$ cat src/rtl/uart_rx_pkg.sv
// Shared UART definitions: receiver state encoding and default framing constants.
// Kept separate so a future transmitter can use the same encodings.
package uart_rx_pkg;

  localparam int UART_OVS       = 8;
  localparam int UART_DATA_BITS = 8;

  typedef enum logic [2:0] {
    ST_IDLE  = 3'd0,
    ST_START = 3'd1,
    ST_DATA  = 3'd2,
    ST_STOP  = 3'd3,
    ST_BREAK = 3'd4
  } rx_state_e;

  // Width of a tick counter that must reach ovs-1 without wrapping.
  function automatic int cnt_width(input int ovs);
    return (ovs > 2) ? $clog2(ovs) : 1;
  endfunction

endpackage

$ cat src/rtl/uart_rx_sync.sv
// rxd synchronizer chain plus rising-edge detector that turns the bclk_8
// toggle into a single-cycle tick in the clk domain.
module uart_rx_sync
  import uart_rx_pkg::*;
#(
  parameter int SYNC_STAGES = 2
) (
  input  logic clk,
  input  logic rst_n,
  input  logic i_rxd,
  input  logic i_bclk_8,
  output logic o_rxd_s,
  output logic o_tick
);

  logic [SYNC_STAGES-1:0] r_sync;
  logic                   r_bclk_8_q;

  // Line idles high, so the chain resets to 1 to avoid a false start bit.
  always_ff @(posedge clk) begin
    if (!rst_n) begin
      r_sync     <= '1;
      r_bclk_8_q <= 1'b0;
    end else begin
      r_sync     <= {r_sync[SYNC_STAGES-2:0], i_rxd};
      r_bclk_8_q <= i_bclk_8;
    end
  end

  assign o_rxd_s = r_sync[SYNC_STAGES-1];
  assign o_tick  = i_bclk_8 & ~r_bclk_8_q;

endmodule

$ cat src/rtl/uart_rx.sv
// 8N1 UART receiver: mid-bit sampling on 8x oversample ticks, sticky framing
// and overrun flags, and a holding register acknowledged by rd.
module uart_rx
  import uart_rx_pkg::*;
#(
  parameter int DATA_BITS   = UART_DATA_BITS,
  parameter int OVS         = UART_OVS,
  parameter int SYNC_STAGES = 2
) (
  input  logic                 clk,
  input  logic                 rst_n,
  input  logic                 bclk_8,
  input  logic                 rxd,
  input  logic                 rd,
  input  logic                 clr_err,
  output logic [DATA_BITS-1:0] rx_data,
  output logic                 rx_valid,
  output logic                 frame_err,
  output logic                 overrun_err,
  output logic                 busy
);

  localparam int CNT_W = cnt_width(OVS);
  localparam int IDX_W = $clog2(DATA_BITS) + 1;
  localparam logic [CNT_W-1:0] CNT_MID  = CNT_W'(OVS / 2 - 1);
  localparam logic [CNT_W-1:0] CNT_LAST = CNT_W'(OVS - 1);
  localparam logic [IDX_W-1:0] IDX_LAST = IDX_W'(DATA_BITS - 1);

  logic w_rxd_s;
  logic w_tick;
  logic w_stop_tick;
  logic w_deliver;
  logic w_frame_bad;

  rx_state_e            r_state;
  logic [CNT_W-1:0]     r_cnt;
  logic [IDX_W-1:0]     r_bit_idx;
  logic [DATA_BITS-1:0] r_shreg;
  logic [DATA_BITS-1:0] r_rx_data;
  logic                 r_rx_valid;
  logic                 r_frame_err;
  logic                 r_overrun_err;

  uart_rx_sync #(
    .SYNC_STAGES(SYNC_STAGES)
  ) u_sync (
    .clk      (clk),
    .rst_n    (rst_n),
    .i_rxd    (rxd),
    .i_bclk_8 (bclk_8),
    .o_rxd_s  (w_rxd_s),
    .o_tick   (w_tick)
  );

  assign w_stop_tick = w_tick && (r_state == ST_STOP) && (r_cnt == CNT_LAST);
  assign w_deliver   = w_stop_tick &  w_rxd_s;
  assign w_frame_bad = w_stop_tick & ~w_rxd_s;

  always_ff @(posedge clk) begin
    if (!rst_n) begin
      r_state       <= ST_IDLE;
      r_cnt         <= '0;
      r_bit_idx     <= '0;
      r_shreg       <= '0;
      r_rx_data     <= '0;
      r_rx_valid    <= 1'b0;
      r_frame_err   <= 1'b0;
      r_overrun_err <= 1'b0;
    end else begin
      // A delivery on the same cycle as rd keeps the new byte valid.
      if (w_deliver) begin
        r_rx_data  <= r_shreg;
        r_rx_valid <= 1'b1;
      end else if (rd) begin
        r_rx_valid <= 1'b0;
      end

      if (w_deliver && r_rx_valid && !rd) begin
        r_overrun_err <= 1'b1;
      end else if (clr_err) begin
        r_overrun_err <= 1'b0;
      end

      if (w_frame_bad) begin
        r_frame_err <= 1'b1;
      end else if (clr_err) begin
        r_frame_err <= 1'b0;
      end

      if (w_tick) begin
        case (r_state)
          ST_IDLE: begin
            if (!w_rxd_s) begin
              r_state <= ST_START;
              r_cnt   <= '0;
            end
          end
          ST_START: begin
            if (r_cnt != CNT_MID) begin
              r_cnt <= r_cnt + CNT_W'(1);
            end else if (!w_rxd_s) begin
              r_state   <= ST_DATA;
              r_cnt     <= '0;
              r_bit_idx <= '0;
            end else begin
              r_state <= ST_IDLE;
            end
          end
          ST_DATA: begin
            if (r_cnt != CNT_LAST) begin
              r_cnt <= r_cnt + CNT_W'(1);
            end else begin
              r_shreg   <= {w_rxd_s, r_shreg[DATA_BITS-1:1]};
              r_cnt     <= '0;
              r_bit_idx <= r_bit_idx + IDX_W'(1);
              if (r_bit_idx == IDX_LAST) begin
                r_state <= ST_STOP;
              end
            end
          end
          ST_STOP: begin
            if (r_cnt != CNT_LAST) begin
              r_cnt <= r_cnt + CNT_W'(1);
            end else begin
              r_cnt   <= '0;
              r_state <= w_rxd_s ? ST_IDLE : ST_BREAK;
            end
          end
          // Held-low line must return high before a new start bit is accepted.
          ST_BREAK: begin
            if (w_rxd_s) begin
              r_state <= ST_IDLE;
            end
          end
          default: r_state <= ST_IDLE;
        endcase
      end
    end
  end

  assign rx_data     = r_rx_data;
  assign rx_valid    = r_rx_valid;
  assign frame_err   = r_frame_err;
  assign overrun_err = r_overrun_err;
  assign busy        = (r_state != ST_IDLE);

endmodule

$ cat config.mk
export PLATFORM = sky130hd
export DESIGN_NAME = uart_rx
export DESIGN_NICKNAME = d
export VERILOG_FILES = /design/src/rtl/uart_rx_pkg.sv /design/src/rtl/uart_rx_sync.sv /design/src/rtl/uart_rx.sv
export SDC_FILE = /design/constraint.sdc
export NUM_CORES = 1
export LEC_CHECK = 0
export ABC_AREA = 1
export BUFFER_PORTS_ARGS = -buffer_cell sky130_fd_sc_hd__buf_2
export CORE_UTILIZATION = 35
export DETAILED_ROUTE_END_ITERATION = 12
export RECOVER_POWER = 50
export SKIP_CTS_REPAIR_TIMING = 1
export SYNTH_ARGS = -nofsm -noshare
export SYNTH_HDL_FRONTEND = slang
export SYNTH_SLANG_ARGS = --single-unit
export TNS_END_PERCENT = 30
$ cat constraint.sdc
create_clock -name clk -period 1.6 [get_ports clk]
set_input_delay 0.24 -clock clk [delete_from_list [all_inputs] [get_ports clk]]
set_output_delay 0.24 -clock clk [all_outputs]
set_load 0.02 [all_outputs]
# After elaboration in Yosys (flattened, before gate mapping)
# Cells that the tools add are included.
# op_classes
mux	22
reduce_logical	17
n_eq_ne	15
n_addsub	2
bitwise_logic	6
# ops
cell	count
3-bit two-way mux	10
3-bit case mux with 5 select lines	1
4-bit two-way mux	3
2-bit inequality test (second input constant)	6
3-bit case mux with 3 select lines	1
4-bit case mux with 2 select lines	1
2-bit nonzero test	4
7-bit AND reduction	1
3-bit by 2-bit equality test with 1-bit output (second input constant)	2
3-bit equality test (second input constant)	2
3-bit nonzero test	2
1-bit two-way mux	5
5-bit AND reduction	1
4-bit by 1-bit adder with 4-bit output (second input constant)	1
4-bit by 3-bit equality test with 1-bit output (second input constant)	1
1-bit logical AND	4
3-bit by 1-bit adder with 3-bit output (second input constant)	1
1-bit AND	3
3-bit by 1-bit equality test with 1-bit output (second input constant)	1
3-bit zero test	1
3-bit by 2-bit inequality test with 1-bit output (second input constant)	1
3-bit inequality test (second input constant)	1
1-bit NOT	3
3-bit AND reduction	1
other kinds (5)	5
# word_totals
in_bits	6
output_inout_bits	12
register_bits	32

# Logic depth before layout (Yosys ltp)
# Gate-level depths: netlist of the first run.
# depth
depth_word	8
ltp_mapped	10

# Modules after synthesis
# Synthesis of the first run repeated with hierarchy kept, for this count alone.
# unflattened
hier_cells	199
area_unflattened_um2	1495.2
# modules_own_cells
mod	seq_area_each_um2	area_per_inst_um2	instances	cells_each
uart_rx	580.6	1402.6	1	188
uart_rx_sync	60.1	92.6	1	11

# Worst setup path after synthesis of the first run
# OpenSTA, ideal clock, no wires.
# synth_path
path_type	register -> register
start	register r_cnt[0]
end	register r_overrun_err (netlist: overrun_err)
arrival_ns	1.301
path_stages_with_launch	9
path_buffers	0
path_slack_ns	0.228
setup_ns	0.070
required_time_ns	1.530
period_less_slack_ns	1.372
cell_sequence	dfxtp_1 > ha_1 > ha_1 > inv_1 > nor2_4 > nand3_4 > clkinv_4 > nand3_1 > a21oi_1
# synth_between
elab_chain_len	6
# synth_rtl
item	line	text
from (decl)	uart_rx.sv:36	logic [CNT_W-1:0] r_cnt;
from (signal assigned)	uart_rx.sv:100	r_cnt <= r_cnt + CNT_W'(1);
from (signal assigned)	uart_rx.sv:111	r_cnt <= r_cnt + CNT_W'(1);
from (signal assigned)	uart_rx.sv:123	r_cnt <= r_cnt + CNT_W'(1);
3-bit equality test *	uart_rx.sv:55	assign w_stop_tick = w_tick && (r_state == ST_STOP) && (r_cnt == CNT_LAST);
1-bit logical AND *	uart_rx.sv:55	
1-bit AND *	uart_rx.sv:56	assign w_deliver = w_stop_tick & w_rxd_s;
1-bit logical AND * (2 in a row)	uart_rx.sv:78	if (w_deliver && r_rx_valid && !rd) begin
1-bit two-way mux / 2-bit nonzero test (equally long branches)	n/a	
to (signal assigned)	uart_rx.sv:68	r_overrun_err <= 1'b0;
to (signal assigned)	uart_rx.sv:79	r_overrun_err <= 1'b1;
to (signal assigned)	uart_rx.sv:81	r_overrun_err <= 1'b0;
to (decl)	uart_rx.sv:42	logic r_overrun_err;
# Mark *: on every way between the ends. The rest lies on a longest branch, timed or not.
# A chain may end at the register's enable or synchronous reset.

# Final worst setup path of the first run
# layout_path
start	register r_cnt[0]
end	register r_rx_data[6] (netlist: rx_data[6])
# layout_between
elab_chain_len	3
# layout_rtl
item	line	text
3-bit equality test	uart_rx.sv:55	
1-bit logical AND	uart_rx.sv:55	
1-bit AND	uart_rx.sv:56	
to (signal assigned)	uart_rx.sv:72	r_rx_data <= r_shreg;
to (decl)	uart_rx.sv:39	logic [DATA_BITS-1:0] r_rx_data;
# No other way between the ends.

==> metrics.txt, run 1 <==
Top FF cell, synth=dfxtp_1; Final Core Density=43.0%; Syn Area/Cell=7.29 sq um; Hold Path Class=input pin to register; fin cells=282; final worst path period share=92.3%; Async SR Flop Fraction=0%; total negative setup slack=0 ps; Max Fclk=677 MHz; worst clock skew=7.96 ps; port bufs=17; Unique masters post-synth=24; Leak=0.710 nW; Synth top area share=42.9%; Mapped Nets=215; number of global-route vias before repair=1145; Placed Cells=272; Yosys Warn Count=0; gpl congestion=0.770; clk buf depth=2; largest net degree at the start of global routing=14; die width=67.3 microns; Post-DP HPWL=2.18 mm; status=complete, no violations; Remaining DRCs=0; post-layout net count=241; H-tree Lvls=2; max_cap viols=0; layout cells sized above 1=17.2%; die area=4530 sq um; row cnt=23; Final setup viols=0; WP data arrival=1650 ps; CTS tree=done; final WL=2.99 mm; clk slew on worst S/H paths=60 ps; I/O pins=18; worst-margin pin slew=527 ps; worst vdd ir=520 uV; n_diodes=0; top fanout value on the critical path=6; first-pass GRT wire length=5.09 mm; Core ar.=4060 sq um; Reg area=641 sq um; RSZ-0062 raised after global routing=no; Yosys reg bits=32; WL/cell=10.6 microns; Crit Path Class=register to register; Seq/Total Area, Yosys=42.9%; Initial DRC Count=55; max-slew violations=0; # fillers=421; CTS sink cnt=32; final hold vios=0; starting density of the core=36.8%; CP required=1770 ps; Detailed Routing Iterations Pass 1=4; Routed Antenna Nets=0; Gate Count Post-Synth=205; Synth area leader=dfxtp_1; Layout area overhead=16.8%; Post-synth top cells=nand2_1 (47), dfxtp_1 (32), nor2_1 (25); total power=1.55 mW; area occupied by multi-input gates=759 sq um; mapped cell area=1490 sq um; max_slew headroom=64.8%; later-pin clock latency in the skew report=290 ps; clock root cell=clkbuf_8; vias per inst=4.66; Critical Path Sink Type=register; min cycle time layout=1480 ps; GRT Overall Usage=15.6%; largest cells by area after synthesis=dfxtp_1 (43%), nand2_1 (12%), a21oi_1 (7.7%), nor2_1 (6.3%), nand3_1 (4.7%); GRT overflow=0; EDFF count, synth=0; initial antenna violation count=0; startpoint types=register; PD cells=889 nW/um^2; CTS buffer count=5; Vias=1314; Die H=67.3 microns; top-count cell post-synth=nand2_1
==> registers in the layout (all words and copies together) (netlist names) <==
signal             count
r_shreg                8
rx_data                8
r_bit_idx              4
r_cnt                  3
r_state                3
u_sync.r_sync          2
frame_err              1
overrun_err            1
rx_valid               1
u_sync.r_bclk_8_q      1
==> layer usage <==
metal	global-route usage (%)	wire length, microns
met1	18.5	1460
met2	24.8	1390
met3	5.24	101
met4	8.24	39
met5	0	0
==> placed cells by master (no fill, tap or decap), types with 2 or more instances in the layout <==
| master | synthesis | layout |
|---|---|---|
| dfxtp_1 | 32 | 32 |
| inv_2 | 7 | 7 |
| nand2_1 | 47 | 47 |
| o21ai_0 | 10 | 10 |
| o21ai_1 | 2 | 2 |
| buf_4 | 0 | 3 |
| nor2_4 | 3 | 4 |
| nand3_4 | 2 | 2 |
| nor2_2 | 4 | 3 |
| or2_2 | 2 | 2 |
| nand2_2 | 6 | 5 |
| a21oi_1 | 23 | 23 |
| nor2_1 | 25 | 25 |
| inv_1 | 15 | 14 |
| buf_2 | 1 | 4 |
| clkbuf_1 | 1 | 16 |
| ha_1 | 4 | 4 |
| nand3_1 | 14 | 14 |
| clkbuf_8 | 0 | 6 |
==> metrics by stage <==
stage               setup WS, ps  hold slack, ps  cell area [sq um]
global placement            87.7             400               1650
floorplan                    228             333               1490
finish                       122             145               1750
global route                7.89             139               1750
detailed placement          55.1             401               1650
CTS                         34.2             133               1740
==> final cells by class <==
| cell class | instances | share of cell area (%) |
|---|---|---|
| well taps | 50 | 3.58 |
| inverters | 24 | 5.59 |
| repair buffers | 21 | 5.45 |
| clock buffers | 8 | 5.16 |
| multi-input cells | 147 | 43.5 |
| flip-flops and latches | 32 | 36.7 |
==> report_power, final <==
part | switching, mW | total, mW | internal (mW) | leakage, nW
Clock | 0.284 | 0.635 | 0.350 | 0.0455
Combinational | 0.0679 | 0.101 | 0.0333 | 0.406
Sequential | 0.0113 | 0.816 | 0.805 | 0.259
Total | 0.363 | 1.55 | 1.19 | 0.710
==> cell families after synthesis <==
kind of cell    share of synthesized area, %
xor+xnor                               0.586
flops                                   42.9
simple gates                            34.0
fa+ha+maj                               3.35
buf+inv                                 6.95
compound gates                          12.2
==> critical path, cell delays in order, from the launching register on <==
cell	delay, ps
dfxtp_1	350
ha_1	180
ha_1	190
inv_2	80
nor2_4	150
nand3_4	110
buf_4	180
nand2_1	60
a21oi_1	60
==> final timing paths <==
kind | start | endpoint | slack (ps) | depth (start not counted)
worst max-delay path | r_cnt[0] | rx_data[6] | 120 | 8
worst min-delay path | rxd | u_sync.r_sync[0] | 140 | 2
worst max register to register | r_cnt[0] | rx_data[6] | 120 | 8
worst min register to register | u_sync.r_sync[0] | u_sync.r_sync[1] | 410 | 1
(Power assumes the default switching activity.)
==> run 2: changes to the inputs <==
- ABC_AREA: 1 -> 0
- CAP_MARGIN: unset -> 20
==> metrics.txt, run 2 <==
status=complete, but fails checks; failing checks=negative setup slack; Synth Area in XOR/XNOR=0.629%; final WL=2.75 mm; CTS sink cnt=32; compound-gate portion of the synthesized area=9.43%; Final Core Density=49.5%; worst-margin pin slew=344 ps; PD cells=917 nW/um^2; WL/cell=12.1 microns; die area=4230 sq um; Final setup viols=14; Vias=1096; Unique masters post-synth=35; final hold vios=0; min cycle time layout=1680 ps; worst clock skew=8.08 ps; Post-synth top cells=dfxtp_1 (32), nor2_1 (23), mux2i_1 (18); row cnt=22; Critical Path Sink Type=register; GRT overflow=0; Yosys Warn Count=0; CTS buffer count=5; Syn Area/Cell=9.88 sq um; Post-DP HPWL=1.96 mm; number of global-route vias before repair=1091; Die H=65.1 microns; top fanout value on the critical path=4; largest net degree at the start of global routing=17; post-layout net count=188; max_slew headroom=76.4%; RSZ-0062 raised after global routing=yes; GRT Overall Usage=15.6%; largest family of logic cells by synthesized area=simple AND/OR/NAND/NOR gates; clk slew on worst S/H paths=70 ps; mapped cell area=1390 sq um; later-pin clock latency in the skew report=290 ps; Crit Path Class=register to register; n_diodes=0; clk buf depth=2; Layout area overhead=33.2%; startpoint types=register; EDFF count, synth=0; final worst path period share=105%; initial antenna violation count=0; layout cells sized above 1=30.7%; I/O pins=18; # fillers=373; worst vdd ir=523 uV; CTS tree=done; total negative setup slack=-451 ps; commonest non-fill, non-tap cell in the layout=dfxtp_1; max_cap viols=0; clock root cell=clkbuf_8; Place WS=-137 ps; Mapped Nets=151; Routed Antenna Nets=0; Detailed Routing Iterations Pass 1=4; Async SR Flop Fraction=0%; CP required=1790 ps; H-tree Lvls=2; Seq/Total Area, Yosys=46.0%; fin worst setup slack=-78.2 ps; Post-Synth Simple-Gate Area=23.4%; Synth area leader=dfxtp_1; max-slew violations=0; Max Fclk=596 MHz; Hold Path Class=input pin to register; WP data arrival=1860 ps; starting density of the core=37.2%; port bufs=17; gpl congestion=0.735; largest cells by area after synthesis=dfxtp_1 (46%), mux2i_1 (13%), nor2_1 (6.2%), ha_1 (3.6%), nand2b_1 (3.6%); Top FF cell, synth=dfxtp_1; Synth top area share=46.0%; Yosys reg bits=32; Fin Hold WS=135 ps; Leak=0.694 nW; top-count cell post-synth=dfxtp_1; vias per inst=4.83; Core ar.=3740 sq um; mux cell area share after synthesis=12.9%; first-pass GRT wire length=4.92 mm; most frequent cells in the layout=dfxtp_1 (30), nor2_1 (23), mux2i_1 (18); Gate Count Post-Synth=141; Remaining DRCs=0; die width=65.1 microns; post-synthesis adder-cell area fraction=3.59%; Initial DRC Count=36
-- run 2: changes by cell type after synthesis, sizes merged, moves of 8 or more --
cell | previous run | this run
nand2 | 53 | 3
nor2 | 32 | 23
nand2b | 0 | 8
o21ai | 12 | 4
a21oi | 23 | 7
mux2i | 0 | 18
inv | 22 | 4
nand3 | 17 | 3
-- run 2: worst paths after layout --
check                    from          endpoint  slack [ps]  depth (start not counted)
max                  r_cnt[1]        r_state[0]         -80                          6
min                       rxd  u_sync.r_sync[0]         130                          2
max reg2reg          r_cnt[1]        r_state[0]         -80                          6
min reg2reg  u_sync.r_sync[0]  u_sync.r_sync[1]         420                          1
-- run 2: logic make-up after synthesis --
logic type,count (synthesis)
muxes,18
DFF,32
buffers and inverters,10
adders and majority gates,4
and+or+nand+nor,56
AOI/OAI and AO/OA,20
xor gates and xnor gates,1
-- run 2: cell type report --
class | count | area [sq um] | area share (%)
clock buffers | 7 | 96.3 | 5.20
flip-flops and latches | 32 | 643 | 34.7
repair buffers | 36 | 233 | 12.6
multi-input cells | 99 | 777 | 41.9
inverters | 4 | 15.0 | 0.810
well taps | 48 | 60.1 | 3.24
clock inverters | 1 | 30.0 | 1.62
-- run 2: stage by stage --
step / cell area (sq um) / instances / total power, mW
2_1_floorplan: 1460 / 141 / 0.856
3_3_place_gp: 1700 / 217 / 0.876
3_5_place_dp: 1700 / 217 / 0.878
4_1_cts: 1830 / 225 / 1.73
5_1_grt: 1850 / 227 / 1.77
6_report: 1850 / 227 / 1.70
-- run 2: worst max-delay path, cell delays in order (launching register included) --
cell	delay [ps]
dfxtp_2	330
ha_4	170
ha_4	160
or4b_4	520
o311ai_2	110
mux2i_1	220
nor2_1	60
-- run 2: routing by layer --
layer | part of all wire, % | up-vias | GRT usage, %
met1 | 43 | 507 | 17.0
li1 | - | 566 | -
met2 | 50 | 15 | 26.4
met4 | 3.0 | 0 | 8.97
met3 | 3.9 | 8 | 4.93
met5 | 0 | - | 0
-- run 2: power by group --
group | switching [mW] | total [mW] | internal, mW
combinational | 0.0309 | 0.0536 | 0.0227
sequential | 0.00551 | 0.807 | 0.801
clock | 0.291 | 0.840 | 0.549
total | 0.328 | 1.70 | 1.37
==> run 3: changes to the inputs <==
- BUFFER_PORTS_ARGS: -buffer_cell sky130_fd_sc_hd__buf_2 -> -buffer_cell sky130_fd_sc_hd__buf_4
==> metrics.txt, run 3 (same netlist as run 2, synthesis figures left out) <==
status=complete, but fails checks; failing checks=negative setup slack; final WL=2.75 mm; PD cells=870 nW/um^2; Die H=65.1 microns; number of global-route vias before repair=1082; total power=1.63 mW; dpl cell area=1750 sq um; layout cells sized above 1=28.1%; final worst path period share=107%; # fillers=380; most frequent cells in the layout=dfxtp_1 (29), buf_4 (25), nor2_1 (23); final hold vios=0; WP data arrival=1880 ps; Leak=0.672 nW; worst vdd ir=634 uV; Layout area overhead=34.3%; fin worst setup slack=-104 ps; Routed Antenna Nets=0; max-slew violations=0; startpoint types=register; Remaining DRCs=0; Placed Cells=218; clk slew on worst S/H paths=70 ps; CP required=1780 ps; later-pin clock latency in the skew report=280 ps; die width=65.1 microns; Max Fclk=587 MHz; Critical Path Sink Type=register; initial antenna violation count=0; max_cap viols=0; GRT Overall Usage=14.6%; commonest non-fill, non-tap cell in the layout=dfxtp_1; Initial DRC Count=11; Worst Reg2Reg Path Length in Cells=6; min cycle time layout=1700 ps; row cnt=22; Post-DP HPWL=2.00 mm; I/O pins=18; total negative setup slack=-343 ps; Final setup viols=5; CTS sink cnt=32; max_slew headroom=73.5%; Vias=1091; n_diodes=0; first-pass GRT wire length=4.72 mm; starting density of the core=37.2%; Crit Path Class=register to register; hold depth=2; port bufs=17; CTS tree=done; RSZ-0062 raised after global routing=yes; H-tree Lvls=2; die area=4230 sq um; design area=1870 sq um; worst-margin pin slew=387 ps; largest net degree at the start of global routing=17; clk buf depth=2; worst clock skew=7.09 ps; top fanout value on the critical path=4; GRT overflow=0; reg2reg setup slack=-100 ps; fin cells=226; Detailed Routing Iterations Pass 1=4; CTS buffer count=5; post-layout net count=187; WL/cell=12.1 microns; Place WS=-145 ps; clock root cell=clkbuf_8; Core ar.=3740 sq um; gpl congestion=0.730; Hold Path Class=input pin to register; vias per inst=4.83
run 3: changes by cell type in the layout (fill, tap and decap cells not counted), sizes merged:
cell	delta
clkinvlp	+1
clkbuf	+2
buf	-5
clkinv	+1
run 3: per-stage QoR:
stage          utilization, %  hold slack (ps)
6_report                 50.0              171
4_1_cts                  49.7              144
5_1_grt                  50.0              176
3_3_place_gp             46.7              397
2_1_floorplan               -              313
3_5_place_dp             46.7              414
run 3: layout make-up:
cell class / instances / area (sq um) / share of cell area [%]
inverter: 4 / 15.0 / 0.803
clock inverter: 3 / 42.5 / 2.27
timing repair buffer: 35 / 253 / 13.5
sequential: 32 / 644 / 34.4
tap: 48 / 60.1 / 3.21
multi-input combinational: 99 / 787 / 42.1
clock buffer: 5 / 68.8 / 3.68
run 3: layer usage:
metal	routed length, microns	up-vias	track usage, %
met5	0	-	0
met4	38	0	4.89
met3	94	4	4.40
met2	1360	16	25.4
met1	1250	505	17.0
li1	-	566	-
run 3: final timing paths:
check,start,endpoint
setup / recovery,r_cnt[0],r_state[0]
setup reg to reg,r_cnt[0],r_state[0]
hold / removal,rxd,u_sync.r_sync[0]
hold reg to reg,u_sync.r_sync[0],u_sync.r_sync[1]
run 3: power breakdown:
group | switching, mW | internal [mW] | leakage (nW)
registers | 0.00522 | 0.801 | 0.260
logic | 0.0319 | 0.0274 | 0.358
clock network | 0.302 | 0.461 | 0.0541
run 3: critical path: stages, from the launching register on:
cell	delay, ps
dfxtp_2	330
ha_4	170
ha_4	160
or4b_4	530
o311ai_4	110
mux2i_1	230
nor2_1	60
